**src/rtl/range_sweep_gen.sv**
```systemverilog
// Range sweep generator: emits a FULL/RANGE/WRAP/PINGPONG value sequence over valid/ready.
// Optional beat counter output enabled by RANGE_SWEEP_GEN_BEAT_CNT_EN.
module range_sweep_gen #(
  parameter int WIDTH  = 8,
  parameter int HOLD_W = 16
) (
  input  logic              clk,
  input  logic              rst_n,
  input  logic [WIDTH-1:0]  cfg_start,
  input  logic [WIDTH-1:0]  cfg_stop,
  input  logic [WIDTH-1:0]  cfg_step,
  input  logic [HOLD_W-1:0] cfg_hold,
  input  logic [1:0]        cfg_mode,
  input  logic              go,
  input  logic              abort,
  output logic              out_valid,
  input  logic              out_ready,
  output logic [WIDTH-1:0]  out_data,
  output logic              out_last,
  output logic              busy,
  output logic              done,
  output logic              err
`ifdef RANGE_SWEEP_GEN_BEAT_CNT_EN
  ,
  output logic [31:0]       beat_cnt
`endif
);

  typedef enum logic [1:0] {
    S_IDLE,
    S_EMIT,
    S_HOLD
  } state_e;

  localparam logic [1:0] M_FULL  = 2'd0;
  localparam logic [1:0] M_RANGE = 2'd1;
  localparam logic [1:0] M_WRAP  = 2'd2;
  localparam logic [1:0] M_PP    = 2'd3;
  localparam int         W1      = WIDTH + 1;

  state_e              state_q, state_d;
  logic [WIDTH-1:0]    cur_q, cur_d;
  logic [WIDTH-1:0]    start_q, start_d;
  logic [WIDTH-1:0]    stop_q, stop_d;
  logic [WIDTH-1:0]    step_q, step_d;
  logic [HOLD_W-1:0]   hold_q, hold_d;
  logic [HOLD_W-1:0]   hcnt_q, hcnt_d;
  logic [1:0]          mode_q, mode_d;
  logic                dir_q, dir_d;
  logic                done_q, done_d;
  logic                err_q, err_d;

  logic [WIDTH-1:0]    eff_start, eff_stop, eff_step;
  logic                bad_cfg, go_ok, fire;
  logic [W1-1:0]       cur_x, stop_x, up_sum, lo_sum;
  logic                is_last;
  logic [WIDTH-1:0]    cur_nx;
  logic                dir_nx;

  assign out_valid = (state_q == S_EMIT);
  assign out_data  = cur_q;
  assign busy      = (state_q != S_IDLE);
  assign done      = done_q;
  assign err       = err_q;
  assign fire      = out_valid && out_ready;

  always_comb begin
    eff_start = cfg_start;
    eff_stop  = cfg_stop;
    eff_step  = cfg_step;
    if (cfg_mode == M_FULL) begin
      eff_start = '0;
      eff_stop  = '1;
      eff_step  = WIDTH'(1);
    end
  end

  assign bad_cfg = (cfg_mode != M_FULL) &&
                   ((cfg_step == '0) || (cfg_start > cfg_stop));
  assign go_ok   = (state_q == S_IDLE) && go && !abort && !bad_cfg;

  // Bounds are compared one bit wider so cur+step can never wrap.
  assign cur_x   = {1'b0, cur_q};
  assign stop_x  = {1'b0, stop_q};
  assign up_sum  = cur_x + {1'b0, step_q};
  assign lo_sum  = {1'b0, start_q} + {1'b0, step_q};
  assign is_last = dir_q ? (cur_x < lo_sum) : (up_sum > stop_x);
  assign out_last = out_valid && is_last;

  always_comb begin
    cur_nx = dir_q ? (cur_q - step_q) : (cur_q + step_q);
    dir_nx = dir_q;
    if (is_last) begin
      unique case (mode_q)
        M_WRAP: cur_nx = start_q;
        M_PP: begin
          dir_nx = !dir_q;
          // Turn around, but stay put if the reflected step leaves the range.
          if (!dir_q) begin
            cur_nx = (cur_x >= lo_sum) ? (cur_q - step_q) : cur_q;
          end else begin
            cur_nx = (up_sum <= stop_x) ? (cur_q + step_q) : cur_q;
          end
        end
        default: cur_nx = cur_q;
      endcase
    end
  end

  always_comb begin
    state_d = state_q;
    cur_d   = cur_q;
    start_d = start_q;
    stop_d  = stop_q;
    step_d  = step_q;
    hold_d  = hold_q;
    hcnt_d  = hcnt_q;
    mode_d  = mode_q;
    dir_d   = dir_q;
    done_d  = 1'b0;
    err_d   = 1'b0;
    unique case (state_q)
      S_IDLE: begin
        if (go && !abort) begin
          if (bad_cfg) begin
            err_d = 1'b1;
          end else begin
            start_d = eff_start;
            stop_d  = eff_stop;
            step_d  = eff_step;
            hold_d  = cfg_hold;
            mode_d  = cfg_mode;
            cur_d   = eff_start;
            dir_d   = 1'b0;
            state_d = S_EMIT;
          end
        end
      end
      S_EMIT: begin
        if (abort) begin
          state_d = S_IDLE;
        end else if (fire) begin
          cur_d = cur_nx;
          dir_d = dir_nx;
          if (is_last && (mode_q == M_FULL || mode_q == M_RANGE)) begin
            done_d  = 1'b1;
            state_d = S_IDLE;
          end else if (hold_q != '0) begin
            hcnt_d  = hold_q;
            state_d = S_HOLD;
          end
        end
      end
      S_HOLD: begin
        if (abort) begin
          state_d = S_IDLE;
        end else if (hcnt_q == HOLD_W'(1)) begin
          hcnt_d  = '0;
          state_d = S_EMIT;
        end else begin
          hcnt_d = hcnt_q - HOLD_W'(1);
        end
      end
      default: state_d = S_IDLE;
    endcase
  end

  always_ff @(posedge clk or negedge rst_n) begin
    if (!rst_n) begin
      state_q <= S_IDLE;
      cur_q   <= '0;
      start_q <= '0;
      stop_q  <= '0;
      step_q  <= '0;
      hold_q  <= '0;
      hcnt_q  <= '0;
      mode_q  <= '0;
      dir_q   <= 1'b0;
      done_q  <= 1'b0;
      err_q   <= 1'b0;
    end else begin
      state_q <= state_d;
      cur_q   <= cur_d;
      start_q <= start_d;
      stop_q  <= stop_d;
      step_q  <= step_d;
      hold_q  <= hold_d;
      hcnt_q  <= hcnt_d;
      mode_q  <= mode_d;
      dir_q   <= dir_d;
      done_q  <= done_d;
      err_q   <= err_d;
    end
  end

`ifdef RANGE_SWEEP_GEN_BEAT_CNT_EN
  logic [31:0] bcnt_q, bcnt_d;

  always_comb begin
    bcnt_d = bcnt_q;
    if (go_ok) begin
      bcnt_d = '0;
    end else if (fire && bcnt_q != '1) begin
      bcnt_d = bcnt_q + 32'd1;
    end
  end

  always_ff @(posedge clk or negedge rst_n) begin
    if (!rst_n) begin
      bcnt_q <= '0;
    end else begin
      bcnt_q <= bcnt_d;
    end
  end

  assign beat_cnt = bcnt_q;
`else
  logic unused_go_ok;
  assign unused_go_ok = go_ok;
`endif

endmodule

```
**config.mk**
```make
export PLATFORM = sky130hd
export DESIGN_NAME = range_sweep_gen
export DESIGN_NICKNAME = d
export VERILOG_FILES = /design/src/rtl/range_sweep_gen.sv
export SDC_FILE = /design/constraint.sdc
export NUM_CORES = 1
export LEC_CHECK = 0
export CORE_MARGIN = 5
export CORE_UTILIZATION = 45
export CTS_BUF_LIST = sky130_fd_sc_hd__clkbuf_4 sky130_fd_sc_hd__clkbuf_8
export CTS_CLUSTER_SIZE = 28
export DETAILED_ROUTE_END_ITERATION = 12
export GPL_TIMING_DRIVEN = 0
export MAX_ROUTING_LAYER = met4
export PLACE_DENSITY = 0.76
export SLEW_MARGIN = 0
export SYNTH_ARGS = -nofsm -noshare
export SYNTH_HDL_FRONTEND = slang
export SYNTH_SLANG_ARGS = --single-unit
```
**constraint.sdc**
```tcl
create_clock -name clk -period 5.62 [get_ports clk]
set_input_delay 0.843 -clock clk [delete_from_list [all_inputs] [get_ports clk]]
set_output_delay 0.843 -clock clk [all_outputs]
set_load 0.005 [all_outputs]
```
==> run_results.csv, run 1 <==
group,metric,value,unit
timing,worstMarginPinSlew,1140,ps
global_route,grt_start_max_net_pins,72,
worst_setup_path,arrival,4470,ps
floorplanning,rows,39,
synthesis,synth.top_cell.area_share,34.3,%
synthesis,synth_edf_count,0,
floorplanning,dieArea,13700,um^2
drt,antenna_left,0,
clock_tree,cts_inserted_buffers,9,
timing,fin_ws,303,ps
clock_tree,post_cts_resized,0,
worst_setup_path,critPathMaxFanout,9,
worst_setup_path,worstSetupStartpoint,"out_data[2]",
worst_setup_path,start_kind,"flop",
worst_setup_path,endpoint_kind,"output port",
place,gp_congestion,0.942,
worst_setup_path,slowest_delay,480,ps
clock_tree,cts_htree_levels,3,
drt,vias_per_cell,6.08,
drt,vias,4948,
run,maxCapViolCount,0,
floorplanning,boundaryPins,60,
min_path,hold_class,"reg2reg",
layout,drive_above_1_share,8.05,%
global_route,grt_pass1_vias,4899,
layout,areaGrowthSynthToFinish,18.3,%
clock_tree,clkSinkCount,71,
worst_setup_path,critical_path.cell_chain,"ha_1 -> buf_2 -> nand2b_1 -> a221oi_2 -> o21ai_0 -> nand2b_1 -> xnor2_1 -> ha_1 -> a22oi_1 -> o211ai_1 -> o211a_1 -> or3_1 -> buf_2 -> nand2_2 -> nor2_1 -> clkdlybuf4s50_1",
synthesis,async_flop_share,100,%
power_and_ir_drop,power.density,713,nW/um^2
clock_tree,tritoncts,"yes",
layout,diodes,0,
clock_tree,cts_hold_buf,0,
synthesis,syn_inst,599,
global_route,antenna_found_initial,0,
worst_setup_path,cp_slowest_cell,"clkdlybuf4s50_1",
worst_setup_path,worstRegToRegCells,16,
place,dp_slack,505,ps
global_route,grt_first_pass_wirelength,24800,um
floorplanning,die_h,117,um
worst_setup_path,timing.rr.start,"out_data[2]",
clock_tree,cts_max_path_buffers,2,
drt,routedWlPerCell,19.1,um
power_and_ir_drop,peakVddDrop,0.404,mV
timing,slew_headroom,23.6,%
worst_setup_path,worst_ep_required_time,4780,ps
timing,fmax,188,MHz
timing,finClkSkew,14.0,ps
timing,report.final.hold_viol_count,0,
synthesis,synth.ff_latch_count,71,
global_route,overflow,0,
min_path,hp-start,"stop_q[7]",
timing,rsz0062_at_grt,"false",
synthesis,syn-cell-area,5180,um^2
clock_tree,clk_pin_slew,80,ps
synthesis,synthTopCellsByArea,"dfrtp_1 (34%), ha_1 (12%), o21ai_0 (4.4%)",
synthesis,yosys_warnings,0,
clock_tree,clkLatencyLatePin,360,ps
drt,drt_wl_total,15500,um
power_and_ir_drop,p_total,4370,uW
floorplanning,die_w,117,um
worst_setup_path,path_delay_family,"compound AO/OA/AOI/OAI gates",
layout,final_core_util,53.8,%
drt,drt_pass1_iterations,5,
synthesis,synth_nets,698,
global_route,track_usage,24.2,%
clock_tree,postCtsSetupBuffers,0,
drt,drt_iter0_drc,440,
floorplanning,initial_core_util,45.5,%
worst_setup_path,cp.depth,16,
timing,setup_viol,0,
timing,final_max_slew_viol_count,0,
status,status,"complete, no violations",
layout,final_area,6120,um^2
timing,setup-tns-final,0,ps
synthesis,yosysSeqAreaShare,34.3,%
synthesis,synthFlopType,"dfrtp_1",
timing,fin_crit_sh,94.6,%
place,place_area,5940,um^2
timing,finalCriticalPeriod,5320,ps
power_and_ir_drop,leakage,0.00265,uW
floorplanning,core-area,11400,um^2
place,dp_hpwl,12100,um
synthesis,ys_types,66,
worst_setup_path,worstSetupPathType,"reg2out",
synthesis,avgSynthCellArea,8.64,um^2
clock_tree,cts_root_buffer,"clkbuf_8",
synthesis,synth_top_cell_by_area,"dfrtp_1",
layout,nFillCells,1054,
layout,finalNetCount,766,
place,port_buffers,59,
drt,drc,0,
worst_setup_path,path_buf_inv,3,
min_path,whs_path_depth,2,
[layer usage]
layer  track usage [%]  part of all wire (%)
met5                 -                     0
met4              11.5                   4.2
met3              2.98                   6.4
met2              37.7                    46
met1              31.3                    43
[per-stage QoR]
step	hold slack, ps	std cells
after detailed placement	512	801
final	529	814
after floorplan	456	599
after global placement	490	801
after CTS	535	816
after global routing	562	814
[power by group]
group | switching [uW] | total, uW | internal (uW) | leakage (uW)
logic | 1710 | 2950 | 1240 | 0.00170
clock network | 204 | 373 | 170 | 0.0000845
registers | 292 | 1040 | 750 | 0.000860
total | 2200 | 4370 | 2160 | 0.00265
[registers in the layout, indices dropped and copies added (netlist names)]
name and cells:
out_data 8, stop_q 8, done 1, hold_q 16, hcnt_q 16, step_q 8
mode_q 2, dir_q 1, err 1, state_q 2, start_q 8
[cells in the final DEF, fill, tap and decap left out, types with 4 or more instances in the layout]
cell type and n:
nand2b_1 8, o21ai_0 46, nor2_1 40, inv_1 45
dfrtp_1 70, clkbuf_8 10, nand2_1 58, o21a_1 6
o211ai_1 8, a21oi_1 40, mux2_2 19, o21ai_1 5
xor2_1 6, a31oi_1 12, or3_1 7, ha_1 47
clkdlybuf4s50_1 58, mux2i_1 4, a22oi_1 9, nand4_1 6
nor4_1 12, nand3_1 6, buf_1 6, clkbuf_1 17
nor2b_1 5, xnor2_1 13, nor3_1 29
[path summary, 6_finish.rpt]
path	endpoint	slack, ps
worst max-delay path	out_last	300
worst min-delay path	stop_q[7]	530
worst max register to register	out_data[7]	1150
worst min register to register	stop_q[7]	530
max in group asynchronous	step_q[2]	4380
min in group asynchronous	hcnt_q[7]	610
[layout make-up]
| class | count | area [um^2] | share of cell area [%] |
|---|---|---|---|
| clock buffers | 10 | 138 | 2.25 |
| flip-flops and latches | 71 | 1780 | 29.0 |
| multi-input cells | 453 | 3120 | 51.0 |
| inverters | 45 | 169 | 2.76 |
| repair buffers | 59 | 588 | 9.61 |
| plain buffers | 28 | 118 | 1.92 |
| well taps | 143 | 179 | 2.92 |
| clock inverters | 5 | 33.8 | 0.552 |
[Yosys cell counts, drive strengths merged (3+ instances only)]
master / count
a31oi: 13
inv: 45
a32oi: 3
a22oi: 9
or2: 4
ha: 49
and3: 3
xnor2: 13
nand2b: 8
o221ai: 3
o211ai: 8
o31ai: 3
clkbuf: 20
xor2: 6
nor2b: 5
o21a: 6
mux2i: 4
o21bai: 3
nor2: 40
and2: 3
nand2: 59
a21oi: 40
nand4: 6
mux2: 19
o22a: 3
fa: 3
a211oi: 3
buf: 10
dfrtp: 71
nor4: 12
or3: 7
nor3: 31
a221oi: 4
nand3: 6
o21ai: 52
[tightest hold or removal path: stages, from the launching register on]
cell and delay, ps:
dfrtp_1 330, inv_1 50, a21oi_1 110
[kinds of logic (layout without fill, tap and decap cells)]
logic type / count (synthesis) / in the layout / share of synthesized area (%)
AND/OR/NAND/NOR: 189 / 189 / 17.6
flip-flops: 71 / 71 / 34.3
XOR/XNOR: 19 / 19 / 3.21
multiplexers: 23 / 23 / 4.91
adder cells (fa/ha/maj): 52 / 52 / 13.0
buffers and inverters: 75 / 147 / 5.68
AO/OA/AOI/OAI: 170 / 170 / 21.2
Power figures use the tool's default switching activity.
==> inputs of run 2 (changes only) <==
--- a/config.mk
+++ b/config.mk
@@ -13,6 +13,7 @@
 export GPL_TIMING_DRIVEN = 0
 export MAX_ROUTING_LAYER = met4
 export PLACE_DENSITY = 0.76
+export SETUP_SLACK_MARGIN = 0.3
 export SLEW_MARGIN = 0
 export SYNTH_ARGS = -nofsm -noshare
 export SYNTH_HDL_FRONTEND = slang
==> run 2 against run 1 <==
Against the previous run:
- wire length up 0.10%
- count of clock-buffer cells in the layout unchanged
- final area up 1.4%
- register-to-register slack about the same
- combinational power up 3%
- critical endpoint unchanged
- die area unchanged
- largest cell class unchanged
- non-clock buffer count up 6
- cell count up 0.74%
- first-iteration DRC count up 13%
==> run_results.csv, run 2 (synthesis gave the netlist of run 1 again) <==
group,metric,value,unit
status,status,"complete, no violations",
worst_setup_path,cp_slowest_cell,"dfrtp_2",
drt,drt_wl_total,15500,um
clock_tree,clkLatencyLatePin,360,ps
floorplanning,die_w,117,um
drt,drt_pass1_iterations,5,
drt,vias_per_cell,6.09,
clock_tree,cts_max_path_buffers,2,
timing,slew_headroom,29.2,%
clock_tree,cts_root_buffer,"clkbuf_8",
floorplanning,core-area,11400,um^2
run,maxCapViolCount,0,
power_and_ir_drop,peakVddDrop,0.496,mV
worst_setup_path,slowest_delay,460,ps
layout,drive_above_1_share,10.0,%
place,dp_hpwl,12100,um
worst_setup_path,reg2reg_setup_slack,1160,ps
timing,finalCriticalPeriod,4830,ps
timing,whs,528,ps
timing,final_max_slew_viol_count,0,
min_path,whs_path_depth,2,
worst_setup_path,cp.depth,16,
global_route,grt_first_pass_wirelength,24800,um
layout,areaGrowthSynthToFinish,19.9,%
floorplanning,rows,39,
clock_tree,tritoncts,"yes",
global_route,overflow,0,
clock_tree,clkSinkCount,71,
global_route,grt_start_max_net_pins,72,
worst_setup_path,start_kind,"flop",
min_path,hold_class,"reg2reg",
clock_tree,cts_inserted_buffers,9,
timing,report.final.hold_viol_count,0,
worst_setup_path,arrival,3980,ps
worst_setup_path,worst_ep_required_time,4780,ps
worst_setup_path,path_buf_inv,3,
layout,final_common_cell,"dfrtp_1",
drt,drc,0,
clock_tree,clk_pin_slew,80,ps
layout,mostFrequentLayoutCells,"dfrtp_1 (64), nand2_1 (58), clkdlybuf4s50_1 (57)",
min_path,hold_path_end,"stop_q[7]",
place,port_buffers,59,
global_route,antenna_found_initial,0,
worst_setup_path,r2r-end,"out_data[7]",
clock_tree,cts_hold_buf,0,
worst_setup_path,worstRegToRegCells,17,
drt,drt_iter0_drc,498,
worst_setup_path,timing.rr.start,"out_data[2]",
drt,antenna_left,0,
layout,diodes,0,
worst_setup_path,critical_path.cell_chain,"ha_1 -> buf_2 -> nand2b_1 -> a221oi_4 -> o21ai_0 -> nand2b_1 -> xnor2_2 -> ha_1 -> nand2_1 -> or3_1 -> o211a_1 -> or3_1 -> buf_2 -> nand2_4 -> nor2_1 -> dlymetal6s2s_1",
power_and_ir_drop,power.density,719,nW/um^2
layout,nFillCells,1046,
layout,largest_registers,"hcnt_q: 16 flops, hold_q: 16 flops",
timing,fmax,207,MHz
timing,rsz0062_at_grt,"false",
timing,finClkSkew,14.5,ps
timing,worstMarginPinSlew,1050,ps
layout,finalNetCount,772,
worst_setup_path,worstSetupPathType,"reg2out",
global_route,grt_pass1_vias,4904,
timing,setup-tns-final,0,ps
drt,vias,4990,
worst_setup_path,critPathMaxFanout,9,
floorplanning,initial_core_util,45.5,%
min_path,hp-start,"stop_q[7]",
floorplanning,boundaryPins,60,
drt,routedWlPerCell,18.9,um
place,gp_congestion,0.942,
global_route,track_usage,24.2,%
timing,fin_crit_sh,85.9,%
floorplanning,dieArea,13700,um^2
worst_setup_path,endpoint_kind,"output port",
power_and_ir_drop,leakage,0.00271,uW
worst_setup_path,path_delay_family,"simple AND/OR/NAND/NOR gates",
clock_tree,cts_htree_levels,3,
floorplanning,die_h,117,um
timing,setup_viol,0,
[run 2: changes by cell type in the layout (fill, tap and decap cells not counted), moves of 2 or more]
cell	previous run	this run
dfrtp_1	70	64
dfrtp_2	1	7
ha_2	2	0
ha_1	47	49
buf_4	1	5
[run 2: worst max path at each step]
stage / to / from
after floorplan: out_last / out_data[3]
after global placement: out_last / step_q[2]
after detailed placement: out_last / step_q[2]
after CTS: out_last / out_data[2]
after global routing: out_last / out_data[2]
final: out_last / out_data[2]
[run 2: where the power goes]
part | switching [uW] | internal [uW] | leakage, uW
logic | 1750 | 1300 | 0.00177
registers | 295 | 754 | 0.000853
clock network | 204 | 170 | 0.0000845
total | 2240 | 2220 | 0.00271
[run 2: area by class of cell]
type                            count  area [um^2]  share of cell area (%)
Buffer                             30          130                    2.10
Tap cell                          143          179                    2.88
Timing Repair Buffer               63          621                    10.0
Clock buffer                       10          138                    2.22
Inverter                           45          169                    2.72
Sequential cell                    71         1790                    28.8
Clock inverter                      5         33.8                   0.544
Multi-Input combinational cell    453         3150                    50.8
[run 2: per-stage QoR]
step	utilization (%)	total power [uW]	area (um^2)	worst slack, ps	instances
floorplan	-	3060	5180	1570	599
global placement	52.3	3790	5950	589	801
detailed placement	52.3	3910	5940	505	801
CTS	53.9	4320	6130	314	816
global route	54.6	4850	6210	583	820
finish	54.6	4460	6210	795	820
[run 2: what timing repair did]
| action | in CTS | in global routing |
|---|---|---|
| endpoints found under the setup margin | 1 | 1 |
| endpoints found under the hold margin | 0 | 0 |
| buffers inserted | 0 | 4 |
| pin swaps | 0 | 2 |
| gates resized for setup | 6 | 17 |
[run 2: per-layer routing]
layer | GRT usage (%) | part of all wire, %
met2 | 37.8 | 46
met4 | 11.5 | 4.4
met5 | - | 0
met3 | 2.98 | 7.0
met1 | 31.2 | 42
[run 2: tightest hold or removal path, cell delays in order, from the launching register on]
cell and delay [ps]:
dfrtp_1 330, inv_1 50, a21oi_1 110
==> inputs of run 3 (changes only) <==
--- a/config.mk
+++ b/config.mk
@@ -6,14 +6,13 @@
 export NUM_CORES = 1
 export LEC_CHECK = 0
 export CORE_MARGIN = 5
-export CORE_UTILIZATION = 45
+export CORE_UTILIZATION = 50
 export CTS_BUF_LIST = sky130_fd_sc_hd__clkbuf_4 sky130_fd_sc_hd__clkbuf_8
 export CTS_CLUSTER_SIZE = 28
 export DETAILED_ROUTE_END_ITERATION = 12
 export GPL_TIMING_DRIVEN = 0
 export MAX_ROUTING_LAYER = met4
-export PLACE_DENSITY = 0.76
-export SETUP_SLACK_MARGIN = 0.3
+export PLACE_DENSITY = 0.82
 export SLEW_MARGIN = 0
 export SYNTH_ARGS = -nofsm -noshare
 export SYNTH_HDL_FRONTEND = slang
==> run 3 against run 2 <==
Against the previous run:
- total power rose by 0.81%
- sequential share of layout area rose by 0.074 points
- clock skew barely moved
- worst setup slack got worse by 630 ps
- register-to-register slack got worse by 60 ps
- critical path depth did not move
- combinational power fell by 2%
- final area fell by 0.75%
- die area fell by 9.2%
- utilization rose by 5.6 points
==> run_results.csv, run 3 (synthesis gave the netlist of run 1 again) <==
group,metric,value,unit
drt,drt_iter0_drc,450,
global_route,overflow,0,
timing,setup_viol,0,
timing,setup-tns-final,0,ps
layout,largest_registers,"hcnt_q: 16 flops, hold_q: 16 flops",
clock_tree,post_cts_resized,0,
layout,multi_input_area,3110,um^2
worst_setup_path,endpoint_kind,"output port",
worst_setup_path,reg2reg_setup_slack,1100,ps
layout,stdcell_count,808,
layout,regArea,1780,um^2
drt,drc,0,
min_path,whs_path_depth,2,
clock_tree,cts_htree_levels,3,
timing,whs,537,ps
timing,rsz0062_at_grt,"false",
clock_tree,postCtsSetupBuffers,0,
global_route,grt_first_pass_wirelength,25300,um
layout,diodes,0,
min_path,hp-start,"stop_q[3]",
drt,drt_pass1_iterations,5,
timing,fmax,183,MHz
layout,final_core_util,60.2,%
floorplanning,core-area,10200,um^2
timing,finalCriticalPeriod,5450,ps
worst_setup_path,timing.rr.start,"out_data[0]",
floorplanning,die_w,112,um
timing,fin_crit_sh,97.1,%
worst_setup_path,start_kind,"flop",
min_path,hold_class,"reg2reg",
drt,antenna_left,0,
layout,final_common_cell,"dfrtp_1",
run,maxCapViolCount,0,
floorplanning,die_h,112,um
global_route,track_usage,25.6,%
floorplanning,dieArea,12500,um^2
place,gp_congestion,0.965,
min_path,hold_path_end,"stop_q[3]",
worst_setup_path,worstRegToRegCells,16,
floorplanning,initial_core_util,50.6,%
clock_tree,cts_max_path_buffers,2,
floorplanning,boundaryPins,60,
clock_tree,cts_hold_buf,0,
layout,finalNetCount,766,
timing,fin_ws,166,ps
layout,mostFrequentLayoutCells,"dfrtp_1 (71), nand2_1 (59), clkdlybuf4s50_1 (58)",
layout,drive_above_1_share,7.59,%
global_route,grt_start_max_net_pins,72,
layout,areaGrowthSynthToFinish,19.0,%
place,dp.cells,794,
worst_setup_path,critPathMaxFanout,7,
clock_tree,tritoncts,"yes",
power_and_ir_drop,peakVddDrop,0.317,mV
place,dp_hpwl,12000,um
clock_tree,clkLatencyLatePin,350,ps
clock_tree,cts_inserted_buffers,9,
place,port_buffers,59,
place,dp_slack,496,ps
timing,final_max_slew_viol_count,0,
clock_tree,clk_pin_slew,90,ps
timing,worstMarginPinSlew,1160,ps
timing,slew_headroom,21.8,%
status,status,"complete, no violations",
drt,vias_per_cell,6.23,
worst_setup_path,worst_ep_required_time,4780,ps
drt,routedWlPerCell,19.1,um
timing,report.final.hold_viol_count,0,
drt,vias,5033,
worst_setup_path,arrival,4610,ps
power_and_ir_drop,leakage,0.00268,uW
layout,nFillCells,890,
clock_tree,cts_root_buffer,"clkbuf_8",
global_route,grt_pass1_vias,5046,
worst_setup_path,worstSetupPathType,"reg2out",
power_and_ir_drop,power.density,730,nW/um^2
drt,drt_wl_total,15400,um
clock_tree,clkSinkCount,71,
global_route,antenna_found_initial,0,
floorplanning,rows,37,
timing,finClkSkew,14.5,ps
worst_setup_path,r2r-end,"out_data[7]",
==> run 3: worst max-delay path by stage <==
| stage | startpoint | endpoint | slack (ps) | cells after the start |
|---|---|---|---|---|
| floorplan | out_data[3] | out_last | 1570 | 15 |
| CTS | step_q[2] | out_last | 110 | 17 |
| global route | out_data[0] | out_last | 20 | 16 |
| global placement | out_data[3] | out_last | 590 | 16 |
| finish | out_data[0] | out_last | 170 | 16 |
| detailed placement | step_q[2] | out_last | 500 | 17 |
==> run 3: area by class of cell <==
class,count,area share (%)
multi-input combinational,453,50.5
sequential,71,28.8
timing repair buffer,59,9.54
tap,136,2.76
inverter,45,2.74
clock buffer,9,2.01
buffer,28,1.91
clock inverter,7,1.71
==> run 3: layer usage <==
metal  vias to the layer above  routed length, um  global-route usage [%]
met5                         -                  0                       -
met4                         0                660                    11.4
met3                        71               1170                    4.02
met2                       275               7630                    43.4
met1                      2381               5930                    29.9
li1                       2306                  -                       -
==> run 3: per-stage QoR <==
stage | power [uW] | cell area [um^2]
CTS | 4430 | 6160
finish | 4500 | 6160
global placement | 3810 | 5940
detailed placement | 3940 | 5930
floorplan | 3060 | 5180
global route | 4870 | 6160
==> run 3: power by group <==
part / total, uW / switching, uW / internal, uW
logic: 2980 / 1750 / 1230
registers: 1040 / 294 / 749
clock network: 475 / 219 / 256
==> run 3: critical path, cell delays in order, from the launching register on <==
cell and delay [ps]:
dfrtp_1 460, ha_1 250, fa_1 450, nand2b_1 160, a221oi_2 100, o21ai_0 190
nand2b_1 100, xnor2_1 270, ha_1 310, a22oi_1 210, o211ai_1 120, o211a_1 290
or3_1 340, buf_2 180, nand2_1 230, nor2_1 120, clkdlybuf4s50_1 470
